$ cat src/rtl/mem_bus_pkg.sv
// Shared definitions for the 32-bit CPU to 16-bit memory bus bridge:
// size encodings, bridge FSM states and bus widths.
package mem_bus_pkg;

  localparam int CPU_W = 32;
  localparam int MEM_W = 16;

  localparam logic [1:0] SZ_BYTE = 2'b00;
  localparam logic [1:0] SZ_HALF = 2'b01;
  localparam logic [1:0] SZ_WORD = 2'b10;

  typedef enum logic [1:0] {IDLE, BEAT0, BEAT1, RESP} state_e;

  // Size 11 is never legal, so it is folded into the misaligned case.
  function automatic logic is_misaligned(input logic [1:0] size, input logic [1:0] a);
    case (size)
      SZ_BYTE: is_misaligned = 1'b0;
      SZ_HALF: is_misaligned = a[0];
      SZ_WORD: is_misaligned = |a;
      default: is_misaligned = 1'b1;
    endcase
  endfunction

endpackage

$ cat src/rtl/halfword_bus_bridge_if.sv
// CPU load/store port and 16-bit data-memory bus, each with master/slave views.
interface cpu_req_if;
  import mem_bus_pkg::*;
  logic             req_valid;
  logic             req_ready;
  logic             req_we;
  logic [1:0]       req_size;
  logic             req_unsigned;
  logic [CPU_W-1:0] req_addr;
  logic [CPU_W-1:0] req_wdata;
  logic             resp_valid;
  logic             resp_err;
  logic [CPU_W-1:0] resp_rdata;

  modport master (output req_valid, req_we, req_size, req_unsigned, req_addr, req_wdata,
                  input  req_ready, resp_valid, resp_err, resp_rdata);
  modport slave  (input  req_valid, req_we, req_size, req_unsigned, req_addr, req_wdata,
                  output req_ready, resp_valid, resp_err, resp_rdata);
endinterface

interface mem_bus_if;
  import mem_bus_pkg::*;
  logic             mem_valid;
  logic             mem_ready;
  logic             mem_we;
  logic [CPU_W-1:0] mem_addr;
  logic [MEM_W-1:0] mem_wdata;
  logic [1:0]       mem_be;
  logic [MEM_W-1:0] mem_rdata;

  modport master (output mem_valid, mem_we, mem_addr, mem_wdata, mem_be,
                  input  mem_ready, mem_rdata);
  modport slave  (input  mem_valid, mem_we, mem_addr, mem_wdata, mem_be,
                  output mem_ready, mem_rdata);
endinterface

$ cat src/rtl/load_extend.sv
// Selects the byte/half from a 16-bit read beat and sign- or zero-extends it to 32 bits.
module load_extend
  import mem_bus_pkg::*;
(
  input  logic [MEM_W-1:0] beat_i,
  input  logic             addr0_i,
  input  logic [1:0]       size_i,
  input  logic             unsigned_i,
  output logic [CPU_W-1:0] data_o
);

  logic [7:0] byte_sel;
  logic       fill;

  always_comb begin
    byte_sel = addr0_i ? beat_i[15:8] : beat_i[7:0];
    if (size_i == SZ_BYTE) begin
      fill   = ~unsigned_i & byte_sel[7];
      data_o = {{24{fill}}, byte_sel};
    end else begin
      fill   = ~unsigned_i & beat_i[15];
      data_o = {{16{fill}}, beat_i};
    end
  end

endmodule

$ cat src/rtl/halfword_bus_bridge.sv
// Splits CPU loads/stores into one or two 16-bit memory beats and reassembles
// load data; one request in flight, all outputs except req_ready registered.
module halfword_bus_bridge
  import mem_bus_pkg::*;
(
  input  logic      clk,
  input  logic      rst,
  cpu_req_if.slave  cpu,
  mem_bus_if.master mem
);

  state_e           state_q, state_d;
  logic             we_q, we_d;
  logic [1:0]       size_q, size_d;
  logic             uns_q, uns_d;
  logic             addr0_q, addr0_d;
  logic [MEM_W-1:0] wdata_hi_q, wdata_hi_d;
  logic [MEM_W-1:0] lo_q, lo_d;

  logic             mem_valid_q, mem_valid_d;
  logic             mem_we_q, mem_we_d;
  logic [CPU_W-1:0] mem_addr_q, mem_addr_d;
  logic [MEM_W-1:0] mem_wdata_q, mem_wdata_d;
  logic [1:0]       mem_be_q, mem_be_d;
  logic             resp_valid_q, resp_valid_d;
  logic             resp_err_q, resp_err_d;
  logic [CPU_W-1:0] resp_rdata_q, resp_rdata_d;

  logic [CPU_W-1:0] ext;

  load_extend u_ext (
    .beat_i     (mem.mem_rdata),
    .addr0_i    (addr0_q),
    .size_i     (size_q),
    .unsigned_i (uns_q),
    .data_o     (ext)
  );

  assign cpu.req_ready  = (state_q == IDLE) && !rst;
  assign cpu.resp_valid = resp_valid_q;
  assign cpu.resp_err   = resp_err_q;
  assign cpu.resp_rdata = resp_rdata_q;
  assign mem.mem_valid  = mem_valid_q;
  assign mem.mem_we     = mem_we_q;
  assign mem.mem_addr   = mem_addr_q;
  assign mem.mem_wdata  = mem_wdata_q;
  assign mem.mem_be     = mem_be_q;

  always_comb begin
    state_d      = state_q;
    we_d         = we_q;
    size_d       = size_q;
    uns_d        = uns_q;
    addr0_d      = addr0_q;
    wdata_hi_d   = wdata_hi_q;
    lo_d         = lo_q;
    mem_valid_d  = mem_valid_q;
    mem_we_d     = mem_we_q;
    mem_addr_d   = mem_addr_q;
    mem_wdata_d  = mem_wdata_q;
    mem_be_d     = mem_be_q;
    resp_valid_d = 1'b0;
    resp_err_d   = 1'b0;
    resp_rdata_d = '0;

    case (state_q)
      IDLE: if (cpu.req_valid) begin
        we_d       = cpu.req_we;
        size_d     = cpu.req_size;
        uns_d      = cpu.req_unsigned;
        addr0_d    = cpu.req_addr[0];
        wdata_hi_d = cpu.req_wdata[31:16];
        if (is_misaligned(cpu.req_size, cpu.req_addr[1:0])) begin
          state_d      = RESP;
          resp_valid_d = 1'b1;
          resp_err_d   = 1'b1;
        end else begin
          state_d     = BEAT0;
          mem_valid_d = 1'b1;
          mem_we_d    = cpu.req_we;
          mem_addr_d  = {cpu.req_addr[31:1], 1'b0};
          // Byte stores replicate into both lanes; the enable picks the live one.
          if (cpu.req_size == SZ_BYTE) begin
            mem_wdata_d = {2{cpu.req_wdata[7:0]}};
            mem_be_d    = cpu.req_addr[0] ? 2'b10 : 2'b01;
          end else begin
            mem_wdata_d = cpu.req_wdata[15:0];
            mem_be_d    = 2'b11;
          end
        end
      end
      BEAT0: if (mem.mem_ready) begin
        if (size_q == SZ_WORD) begin
          state_d     = BEAT1;
          mem_addr_d  = mem_addr_q + 32'd2;
          mem_wdata_d = wdata_hi_q;
          lo_d        = mem.mem_rdata;
        end else begin
          state_d      = RESP;
          mem_valid_d  = 1'b0;
          resp_valid_d = 1'b1;
          resp_rdata_d = we_q ? '0 : ext;
        end
      end
      BEAT1: if (mem.mem_ready) begin
        state_d      = RESP;
        mem_valid_d  = 1'b0;
        resp_valid_d = 1'b1;
        resp_rdata_d = we_q ? '0 : {mem.mem_rdata, lo_q};
      end
      RESP:    state_d = IDLE;
      default: state_d = IDLE;
    endcase
  end

  always_ff @(posedge clk or posedge rst) begin
    if (rst) begin
      state_q      <= IDLE;
      we_q         <= 1'b0;
      size_q       <= SZ_BYTE;
      uns_q        <= 1'b0;
      addr0_q      <= 1'b0;
      wdata_hi_q   <= '0;
      lo_q         <= '0;
      mem_valid_q  <= 1'b0;
      mem_we_q     <= 1'b0;
      mem_addr_q   <= '0;
      mem_wdata_q  <= '0;
      mem_be_q     <= '0;
      resp_valid_q <= 1'b0;
      resp_err_q   <= 1'b0;
      resp_rdata_q <= '0;
    end else begin
      state_q      <= state_d;
      we_q         <= we_d;
      size_q       <= size_d;
      uns_q        <= uns_d;
      addr0_q      <= addr0_d;
      wdata_hi_q   <= wdata_hi_d;
      lo_q         <= lo_d;
      mem_valid_q  <= mem_valid_d;
      mem_we_q     <= mem_we_d;
      mem_addr_q   <= mem_addr_d;
      mem_wdata_q  <= mem_wdata_d;
      mem_be_q     <= mem_be_d;
      resp_valid_q <= resp_valid_d;
      resp_err_q   <= resp_err_d;
      resp_rdata_q <= resp_rdata_d;
    end
  end

endmodule

$ cat src/flat_wrapper.sv
// flat-port wrapper written by rule: the top's interface ports become plain ports
module halfword_bus_bridge_flat import mem_bus_pkg::*;
  (clk, rst, cpu_req_valid, cpu_req_we, cpu_req_size, cpu_req_unsigned, cpu_req_addr, cpu_req_wdata, cpu_req_ready, cpu_resp_valid, cpu_resp_err, cpu_resp_rdata, mem_mem_valid, mem_mem_we, mem_mem_addr, mem_mem_wdata, mem_mem_be, mem_mem_ready, mem_mem_rdata);
  cpu_req_if cpu_i ();
  mem_bus_if mem_i ();
  input  logic clk;
  input  logic rst;
  input wire logic [$bits(cpu_i.req_valid)-1:0] cpu_req_valid;
  input wire logic [$bits(cpu_i.req_we)-1:0] cpu_req_we;
  input wire logic [$bits(cpu_i.req_size)-1:0] cpu_req_size;
  input wire logic [$bits(cpu_i.req_unsigned)-1:0] cpu_req_unsigned;
  input wire logic [$bits(cpu_i.req_addr)-1:0] cpu_req_addr;
  input wire logic [$bits(cpu_i.req_wdata)-1:0] cpu_req_wdata;
  output wire logic [$bits(cpu_i.req_ready)-1:0] cpu_req_ready;
  output wire logic [$bits(cpu_i.resp_valid)-1:0] cpu_resp_valid;
  output wire logic [$bits(cpu_i.resp_err)-1:0] cpu_resp_err;
  output wire logic [$bits(cpu_i.resp_rdata)-1:0] cpu_resp_rdata;
  output wire logic [$bits(mem_i.mem_valid)-1:0] mem_mem_valid;
  output wire logic [$bits(mem_i.mem_we)-1:0] mem_mem_we;
  output wire logic [$bits(mem_i.mem_addr)-1:0] mem_mem_addr;
  output wire logic [$bits(mem_i.mem_wdata)-1:0] mem_mem_wdata;
  output wire logic [$bits(mem_i.mem_be)-1:0] mem_mem_be;
  input wire logic [$bits(mem_i.mem_ready)-1:0] mem_mem_ready;
  input wire logic [$bits(mem_i.mem_rdata)-1:0] mem_mem_rdata;
  assign cpu_i.req_valid = cpu_req_valid;
  assign cpu_i.req_we = cpu_req_we;
  assign cpu_i.req_size = cpu_req_size;
  assign cpu_i.req_unsigned = cpu_req_unsigned;
  assign cpu_i.req_addr = cpu_req_addr;
  assign cpu_i.req_wdata = cpu_req_wdata;
  assign cpu_req_ready = cpu_i.req_ready;
  assign cpu_resp_valid = cpu_i.resp_valid;
  assign cpu_resp_err = cpu_i.resp_err;
  assign cpu_resp_rdata = cpu_i.resp_rdata;
  assign mem_mem_valid = mem_i.mem_valid;
  assign mem_mem_we = mem_i.mem_we;
  assign mem_mem_addr = mem_i.mem_addr;
  assign mem_mem_wdata = mem_i.mem_wdata;
  assign mem_mem_be = mem_i.mem_be;
  assign mem_i.mem_ready = mem_mem_ready;
  assign mem_i.mem_rdata = mem_mem_rdata;
  halfword_bus_bridge u_core (.clk(clk), .rst(rst), .cpu(cpu_i), .mem(mem_i));
endmodule
$ cat config.mk
export PLATFORM = sky130hd
export DESIGN_NAME = halfword_bus_bridge_flat
export DESIGN_NICKNAME = d
export VERILOG_FILES = /design/src/rtl/mem_bus_pkg.sv /design/src/rtl/halfword_bus_bridge_if.sv /design/src/rtl/load_extend.sv /design/src/rtl/halfword_bus_bridge.sv /design/src/flat_wrapper.sv
export SDC_FILE = /design/constraint.sdc
export NUM_CORES = 1
export LEC_CHECK = 0
export BUFFER_PORTS_ARGS = -buffer_cell sky130_fd_sc_hd__buf_4
export CAP_MARGIN = 20
export CELL_PAD_IN_SITES_DETAIL_PLACEMENT = 0
export CELL_PAD_IN_SITES_GLOBAL_PLACEMENT = 1
export CORE_MARGIN = 2
export CORE_UTILIZATION = 40
export CTS_BUF_LIST = sky130_fd_sc_hd__clkbuf_8 sky130_fd_sc_hd__clkbuf_16
export CTS_CLUSTER_SIZE = 16
export DETAILED_ROUTE_END_ITERATION = 8
export MAX_ROUTING_LAYER = met4
export PLACE_DENSITY_LB_ADDON = 0.1
export SYNTH_ARGS = -nofsm -noshare
export SYNTH_HDL_FRONTEND = slang
export SYNTH_SLANG_ARGS = --single-unit
$ cat constraint.sdc
create_clock -name clk -period 5.6 [get_ports clk]
set_clock_uncertainty 0.2 [all_clocks]
set_input_delay 1.12 -clock clk [delete_from_list [all_inputs] [get_ports clk]]
set_output_delay 1.12 -clock clk [all_outputs]
set_load 0.05 [all_outputs]
==> Word level (Yosys, flattened, before mapping) <==
Index checks and enable logic that the tools add are counted.
{ "classes": {"add_sub_neg": 1, "n_eq_ne": 12, "mul": 0, "n_shift": 0, "muxes": 43, "magnitude_cmp": 0, "bitwise": 4, "div": 0, "reduce_logical": 14} }
{ "op_table": {"columns": ["cell", "count"], "rows": [
  ["32-bit two-way mux", 10],
  ["32-bit one-hot mux with 2 select lines", 2],
  ["16-bit two-way mux", 5],
  ["32-bit by 2-bit adder with 32-bit output, second input constant", 1],
  ["16-bit one-hot mux with 2 select lines", 1],
  ["1-bit two-way mux", 14],
  ["2-bit two-way mux", 6],
  ["2-bit inequality test, second input constant", 5],
  ["1-bit one-hot mux with 3 select lines", 3],
  ["3-bit AND reduction", 3],
  ["2-bit equality test, second input constant", 4],
  ["8-bit two-way mux", 1],
  ["2-bit one-hot mux with 4 select lines", 1],
  ["2-bit zero test", 3],
  ["6-bit AND reduction", 1],
  ["5-bit AND reduction", 1],
  ["2-bit by 1-bit equality test with 1-bit output, second input constant", 2],
  ["3-bit nonzero test", 1],
  ["1-bit AND", 2],
  ["2-bit by 1-bit inequality test with 1-bit output, second input constant", 1],
  ["1-bit NOT", 2],
  ["2-bit AND reduction", 1],
  ["2-bit nonzero test", 1],
  ["2-bit OR reduction", 1],
  ["other kinds (2)", 2]
]} }
{ "totals": {"latch_bits": 0, "mem_bits_rw": 0, "elab_cells": 89, "out_inout_bits": 87, "n_memories": 0, "rom_bits": 0, "regBits": 125} }

==> Logic depth before layout (Yosys ltp) <==
Gate-level depths: netlist of the first run.
{ "depth": {"ltp_word": 7, "ltp_mapped": 9, "depth_no_buf": 7} }

==> Hierarchy <==
Synthesis of the first run repeated with hierarchy kept, for this count alone.
{ "unflattened": {"hier_cells": 650, "area_unflattened_um2": 6233.5} }
{ "by_module_without_submodules": {"columns": ["module", "seq_area_each_um2", "area_per_inst_um2", "cells_each", "n_inst"], "rows": [
  ["halfword_bus_bridge", 3103.0, 5874.4, 602, 1],
  ["load_extend", 0.0, 359.1, 48, 1]
]} }

==> Worst setup path before layout of the first run <==
OpenSTA, ideal clock, no wires.
{ "synth_path": {"path_kind": "input to output", "startpoint": "input port rst", "endpoint": "output port cpu_req_ready", "slack_ns": 2.515, "arrival_ns": 1.765, "path_stages": 1, "path_cell_list": "nor2_1"} }
{ "synth_between": {"elab_chain_len": 2} }
{ "synth_lines": {"columns": ["element", "line", "text"], "rows": [
  ["start: declaration", "flat_wrapper.sv:7", "input logic rst;"],
  ["1-bit zero test", "halfword_bus_bridge.sv:39", "assign cpu.req_ready = (state_q == IDLE) && !rst;"],
  ["1-bit logical AND", "halfword_bus_bridge.sv:39", null],
  ["end: declaration", "flat_wrapper.sv:14", "output wire logic [$bits(cpu_i.req_ready)-1:0] cpu_req_ready;"]
]} }
No other way between the ends.

==> Worst setup path in the final report of the first run <==
{ "layout_path": {"startpoint": "register u_core.state_q[1]", "endpoint": "register u_core.mem_addr_q[3] (netlist: u_core.mem.mem_addr[3])"} }
{ "layout_between": {"elab_chain_len": 3, "elab_cells_between_ends": 9, "classes_between": "eq/ne (5); mux (1); reduce/logical (3)"} }
{ "layout_lines": {"columns": ["element", "line", "text"], "rows": [
  ["start: declaration", "halfword_bus_bridge.sv:12", "state_e state_q, state_d;"],
  ["start signal: assignment", "halfword_bus_bridge.sv:134", "state_q <= state_d;"],
  ["2-bit by 1-bit equality test with 1-bit output / 2-bit zero test (equally long branches)", "halfword_bus_bridge.sv:66", "case (state_q)"],
  ["2-bit by 1-bit inequality test with 1-bit output (no line) (tied with other cells)", null, null],
  ["5-bit AND reduction (no line)", null, null],
  ["end signal: assignment", "halfword_bus_bridge.sv:143", "mem_addr_q <= mem_addr_d;"],
  ["end: declaration", "halfword_bus_bridge.sv:22", "logic [CPU_W-1:0] mem_addr_q, mem_addr_d;"]
]} }
Several ways; a longest one is shown, not always the timed one.
A chain may end at the register's enable or synchronous reset.

==> metrics, run 1 <==
DR iter-0 viols 361; All-Layer GR Usage 22.1%; min cycle time layout 3.48 ns; Required @ worst endpoint 5.72 ns; top-count cell post-synth dfrtp_1; DRC 0; syn nets 719; ys flop type dfrtp_1; H-tree Lvls 4; Layout area overhead 31.9%; Antenna Cells 0; DP Wirelength 12000 um; initial core utilization 40.9%; Adder-Cell Fraction of Synth Area 1.21%; status completed; Tcrit/Tclk final 62.1%; clock latency at the later pin of the worst-skew pair 0.41 ns; final hold vios 0; Nets 874; part of the power in combinational logic 49.6%; setup bufs post-CTS 0; routed vias/inst 5.52; Total Wirelength 17500 um; CTS-repair resized insts 0; NetSw 2460 uW; WHS Path Cells 2; Sw Ratio 46.4%; grt met3 use 5.36%; Hold Worst Slack 0.284 ns; Max stage delay on crit path 0.81 ns; reported max-cap violation count 0; initial antenna violation count 0; Worst-path clk slew 0.06 ns; Syn. warnings 0; Post-Synth XOR/XNOR Area 0%; share of flip-flops with an asynchronous set or reset 100%; met2 Usage GRT 33.8%; gpl congestion 0.834; crit-path max FO 101; main area contributors after synthesis dfrtp_1, mux2_2, nand2_1; num rows 45; PD cells 648 mW/mm^2; Hold EP u_core.mem.mem_wdata[8]; total gr overflow 0; vias after detailed routing 5413; met1 usage 29.2%; Worst Path Arrival 3.60 ns; Max Clk Rate 288 MHz; io pins 175; cts hold-fix bufs 0; worst setup path class reg2reg; number of port buffers 173; reg2reg start u_core.state_q[1]; Die Ht 129 um; design area 0.00820 sq mm; most instantiated cells after synthesis dfrtp_1, nand2_1, o21ai_0; DRT antenna net count 0; largest net degree at the start of global routing 102; Pleak 0.00365 uW; Slew Limit Fails 0; Slew @ Worst Pin 0.995 ns; clock sinks 124; CP cell instances inv_1, ha_4, buf_4, nand2b_1, a22o_2, o21ai_0, a211oi_1; main combinational cell family by area after synthesis compound AO/OA/AOI/OAI gates; start point of the worst hold path u_core.mem.mem_wdata[8]; sequential area share after synthesis 49.9%; Mapped Area 0.00622 sq mm; worst-case reg-to-reg path depth 7; Simple-Gate Fraction of Synth Area 15.5%; cell taking the most area after synthesis dfrtp_1; CTS buffer count 17; Startpoint Class flip-flop; post-synthesis register bit count 124; Synth top area share 49.9%; Root Driver clkbuf_16; CTS tree yes; router iterations before antenna repair 5; Setup Viol. Count Final 0; Post-synth EDFFs 0; worst rel slew slack 33.5%; compound-gate portion of the synthesized area 18.9%; Peak VDD IR 0.324 mV; portion of total power attributed to the clock network 20.5%; die width 129 um; RSZ-0062 raised after global routing false; Worst setup EP type flip-flop; DIE AREA 0.0166 sq mm; Cell variety after synth 61; Crit Reg-Reg Endpoint u_core.mem.mem_addr[3]; placed cell areas 0.00756 sq mm; layout cell share with drive strength beyond 1 33.8%; mux cell area share after synthesis 10.3%; internal power 2850 uW; Max stage delay cell, worst path a22o_2; Final TNS setup 0 ns; Mapped Cells 625; reg2reg setup slack 2.12 ns; sequential cell fraction of total power 29.9%; wire per inst 17.9 um; grt peak-use layer met2; number of global-route vias before repair 5196; Hold Path Class reg2reg; core area 0.0152 sq mm; first-pass GRT wire length 27700 um; clock tree buffer depth 2; Mean Syn Cell Area 9.95 sq um
==> power groups by stage <==
stage	combinational, uW	sequential, uW	clock [uW]
global route	2830	1650	1150
CTS	2640	1590	1100
floorplan	1260	2260	0
detailed placement	2630	1600	0
finish	2640	1590	1090
global placement	2590	1580	0
==> critical path, delay by kind of cell (launching register included) <==
| family | cells | cell delay, ns |
|---|---|---|
| buffers and inverters | 2 | 0.93 |
| AOI/OAI and AO/OA | 3 | 1.29 |
| DFF | 1 | 0.42 |
| and+or+nand+nor | 1 | 0.26 |
| adders and majority gates | 1 | 0.26 |
==> placed cells by master, fill, tap and decap left out, drive strengths merged, types with 3 or more instances in the layout <==
master / netlist / routed
clkinvlp: 0 / 4
nor4: 6 / 6
buf: 8 / 177
o22ai: 14 / 14
a21oi: 55 / 55
clkinv: 0 / 6
nand3: 22 / 22
o31ai: 3 / 3
nand2b: 4 / 4
ha: 6 / 6
inv: 9 / 11
and3: 3 / 3
clkbuf: 34 / 19
nand2: 94 / 94
mux2i: 21 / 21
or2: 3 / 3
nor2: 14 / 14
mux2: 38 / 38
a21boi: 24 / 24
o21ai: 67 / 67
and2: 12 / 12
o32ai: 4 / 4
dfrtp: 124 / 124
nand4: 13 / 13
a2bb2oi: 11 / 11
nor3: 6 / 6
or3: 4 / 4
==> state kept, by name, summed over array words and instances (netlist names) <==
| signal | cells |
|---|---|
| u_core.state_q | 2 |
| u_core.cpu.resp_err | 1 |
| u_core.mem.mem_we | 1 |
| u_core.mem.mem_be | 2 |
| u_core.mem.mem_wdata | 16 |
| u_core.addr0_q | 1 |
| u_core.cpu.resp_valid | 1 |
| u_core.mem.mem_valid | 1 |
| u_core.uns_q | 1 |
| u_core.we_q | 1 |
| u_core.size_q | 2 |
| u_core.mem.mem_addr | 31 |
| u_core.wdata_hi_q | 16 |
| u_core.cpu.resp_rdata | 32 |
| u_core.lo_q | 16 |
==> worst max-delay path by stage <==
stage / startpoint / to / cells past startpoint
finish: u_core.state_q[1] / u_core.mem.mem_addr[3] / 7
global route: u_core.state_q[1] / u_core.mem.mem_addr[3] / 7
CTS: u_core.state_q[1] / u_core.mem.mem_addr[3] / 7
detailed placement: u_core.state_q[1] / u_core.mem.mem_addr[3] / 7
global placement: u_core.state_q[1] / u_core.mem.mem_addr[3] / 7
floorplan: rst / u_core.addr0_q / 1
==> area by class of cell <==
type	count	area [sq um]
Clock buffer	18	439
Clock inverter	14	145
Fill cell	1360	7000
Inverter	9	36.3
Multi-Input combinational cell	450	2870
Sequential cell	124	3100
Tap cell	188	235
Timing Repair Buffer	178	1370
==> through the flow <==
step	util [%]	setup WS [ns]	instances	power, uW
after floorplan	-	0.981	625	3510
after global placement	49.8	2.23	947	4170
after detailed placement	49.8	2.13	947	4230
after CTS	53.6	2.11	979	5330
after global routing	53.9	1.79	981	5630
final	53.9	2.12	981	5310
==> metal layers <==
| layer | share of wire [%] | vias up | routed length, um |
|---|---|---|---|
| li1 | - | 2573 | - |
| met1 | 45 | 2647 | 7800 |
| met2 | 49 | 171 | 8550 |
| met3 | 5.2 | 22 | 911 |
| met4 | 1.5 | 0 | 256 |
| met5 | 0 | - | 0 |
==> cell families after synthesis <==
kind of cell	Yosys count
simple gates	190
mux	59
fa+ha+maj	6
flops	124
compound gates	194
buf+inv	51
other cells	1
No activity file was read; power rests on OpenSTA's default activity.
==> run 2: changes to the inputs <==
==> constraint.sdc (replaced) <==
create_clock -name clk -period 3.41 [get_ports clk]
set_clock_uncertainty 0.2 [all_clocks]
set_input_delay 0.682 -clock clk [delete_from_list [all_inputs] [get_ports clk]]
set_output_delay 0.682 -clock clk [all_outputs]
set_load 0.05 [all_outputs]
==> metrics, run 2 (synthesized netlist as in run 1, its figures left out) <==
Antenna Cells 0 (unchanged); DR iter-0 viols 384 (+6.4%); CP most frequent cell inv_1; Hold Path Class in2async; most common cell after layout, fill and taps aside buf_4; Worst-path clk slew 0.06 ns (about the same); area of the multi-input gates 0.00287 sq mm (unchanged); status completed; CTS buffer count 17 (unchanged); Slew @ Worst Pin 0.878 ns (-0.117 ns); top layer in use met4; Tcrit/Tclk final 85.7%; Layout area overhead 32.2%; initial core utilization 40.9% (unchanged); num rows 45 (unchanged); Startpoint Class flip-flop; gpl congestion 0.815 (-2.4%); worst-case reg-to-reg path depth 7 (unchanged); Setup Viol. Count Final 0 (unchanged); Final TNS setup 0 ns (unchanged); Die Ht 129 um (unchanged); PD cells 1060 mW/mm^2 (+63%); routed vias/inst 5.44 (-1.3%); Layout fillers 1398 (+2.8%); DIE AREA 0.0166 sq mm (unchanged); RSZ-0062 raised after global routing false; first-pass GRT wire length 28100 um (+1.4%); setup bufs post-CTS 0 (unchanged); All-Layer GR Usage 22.3% (+0.22 points); clock sinks 124 (unchanged); Crit Reg-Reg Endpoint u_core.mem.mem_addr[9]; Total Wirelength 17600 um (+0.33%); DRT antenna net count 0 (unchanged); layout cell share with drive strength beyond 1 33.9% (+0.12 points); DP Wirelength 12400 um (+3.4%); number of port buffers 173 (unchanged); reported max-cap violation count 0 (unchanged); most frequent cells in the layout buf_4, dfrtp_1, nand2_1; reg2reg setup slack 0.81 ns (-1.31 ns); initial antenna violation count 0 (unchanged); Hold Worst Slack 0.182 ns (-0.103 ns); Root Driver clkbuf_16; number of global-route vias before repair 5264 (+1.3%); max FFs per register 32 (unchanged); metal2 WL 8290 um (-3.0%); final hold vios 0 (unchanged); met1 wire length 8140 um (+4.4%); reg2reg start u_core.state_q[1]; Pleak 0.00368 uW (+0.80%); CP cell instances inv_1, ha_1, inv_1, nor2_1, buf_4; io pins 175 (unchanged); vias after detailed routing 5373 (-0.74%); Peak VDD IR 0.451 mV (+39%); die width 129 um (unchanged); area occupied by registers 0.00310 sq mm (unchanged); Worst Path Arrival 2.04 ns (-1.56 ns); Max stage delay cell, worst path ha_1; total gr overflow 0 (unchanged); core area 0.0152 sq mm (unchanged); H-tree Lvls 4 (unchanged); wire per inst 17.8 um (-0.28%); clock tree buffer depth 2 (unchanged); min cycle time layout 2.92 ns; router iterations before antenna repair 5 (unchanged); Slew Limit Fails 0 (unchanged); Buf/Inv on CP 3 (+1); DRC 0 (unchanged); Nets 880 (+0.69%); Max stage delay on crit path 0.49 ns (-0.32 ns); Max Clk Rate 342 MHz; Required @ worst endpoint 2.53 ns (-3.19 ns); critical path's top delay family buffers and inverters; Met3 Wirelength 921 um (+1.1%); CTS-repair resized insts 0 (unchanged); cts hold-fix bufs 0 (unchanged); clock latency at the later pin of the worst-skew pair 0.42 ns (about the same); crit-path max FO 14 (-86%); largest net degree at the start of global routing 75 (-26%); CTS tree yes; worst setup path class reg2out; worst rel slew slack 41.5% (+7.9 points); Worst setup EP type output port
run 2: worst max path at each step:
stage	startpoint	endpoint	depth (start not counted)
floorplan	rst	u_core.addr0_q	1
global placement	cpu_req_size[0]	u_core.mem.mem_addr[26]	8
detailed placement	u_core.state_q[0]	u_core.mem.mem_wdata[4]	6
CTS	u_core.state_q[0]	cpu_req_ready	5
global route	u_core.state_q[1]	cpu_req_ready	5
finish	u_core.state_q[1]	cpu_req_ready	5
run 2: layout make-up:
cell class              instances  share of cell area, %
clock buffers                  19                   5.51
clock inverters                13                   1.55
inverters                       9                  0.457
multi-input cells             450                   34.9
flip-flops and latches        124                   37.8
well taps                     188                   2.86
repair buffers                184                   17.0
run 2: per-layer routing:
layer	vias to the layer above	global-route usage [%]
li1	2578	-
met4	0	7.03
met2	157	33.2
met3	19	5.24
met5	-	-
met1	2619	30.4
run 2: worst reg2reg max path: stages, from the launching register on:
cell and delay (ns):
dfrtp_1 0.42, inv_1 0.16, ha_4 0.17, buf_4 0.62
buf_4 0.48, nand2_1 0.10, o32ai_1 0.22, a21oi_1 0.10
run 2: report_power, final:
group / internal, uW / switching, uW / leakage [uW]
combinational: 1510 / 2820 / 0.00185
clock: 1100 / 654 / 0.000292
sequential: 2080 / 543 / 0.00154
total: 4690 / 4020 / 0.00368
run 2: through the flow:
stage	power, uW	area (sq um)	instances	util [%]	worst slack (ns)
after floorplan	5770	6220	625	-	1.00
after global placement	6880	7640	955	50.2	0.886
after detailed placement	6980	7640	955	50.2	0.831
after CTS	8770	8220	987	54.1	0.481
after global routing	9240	8220	987	54.1	0.347
final	8710	8220	987	54.1	0.488
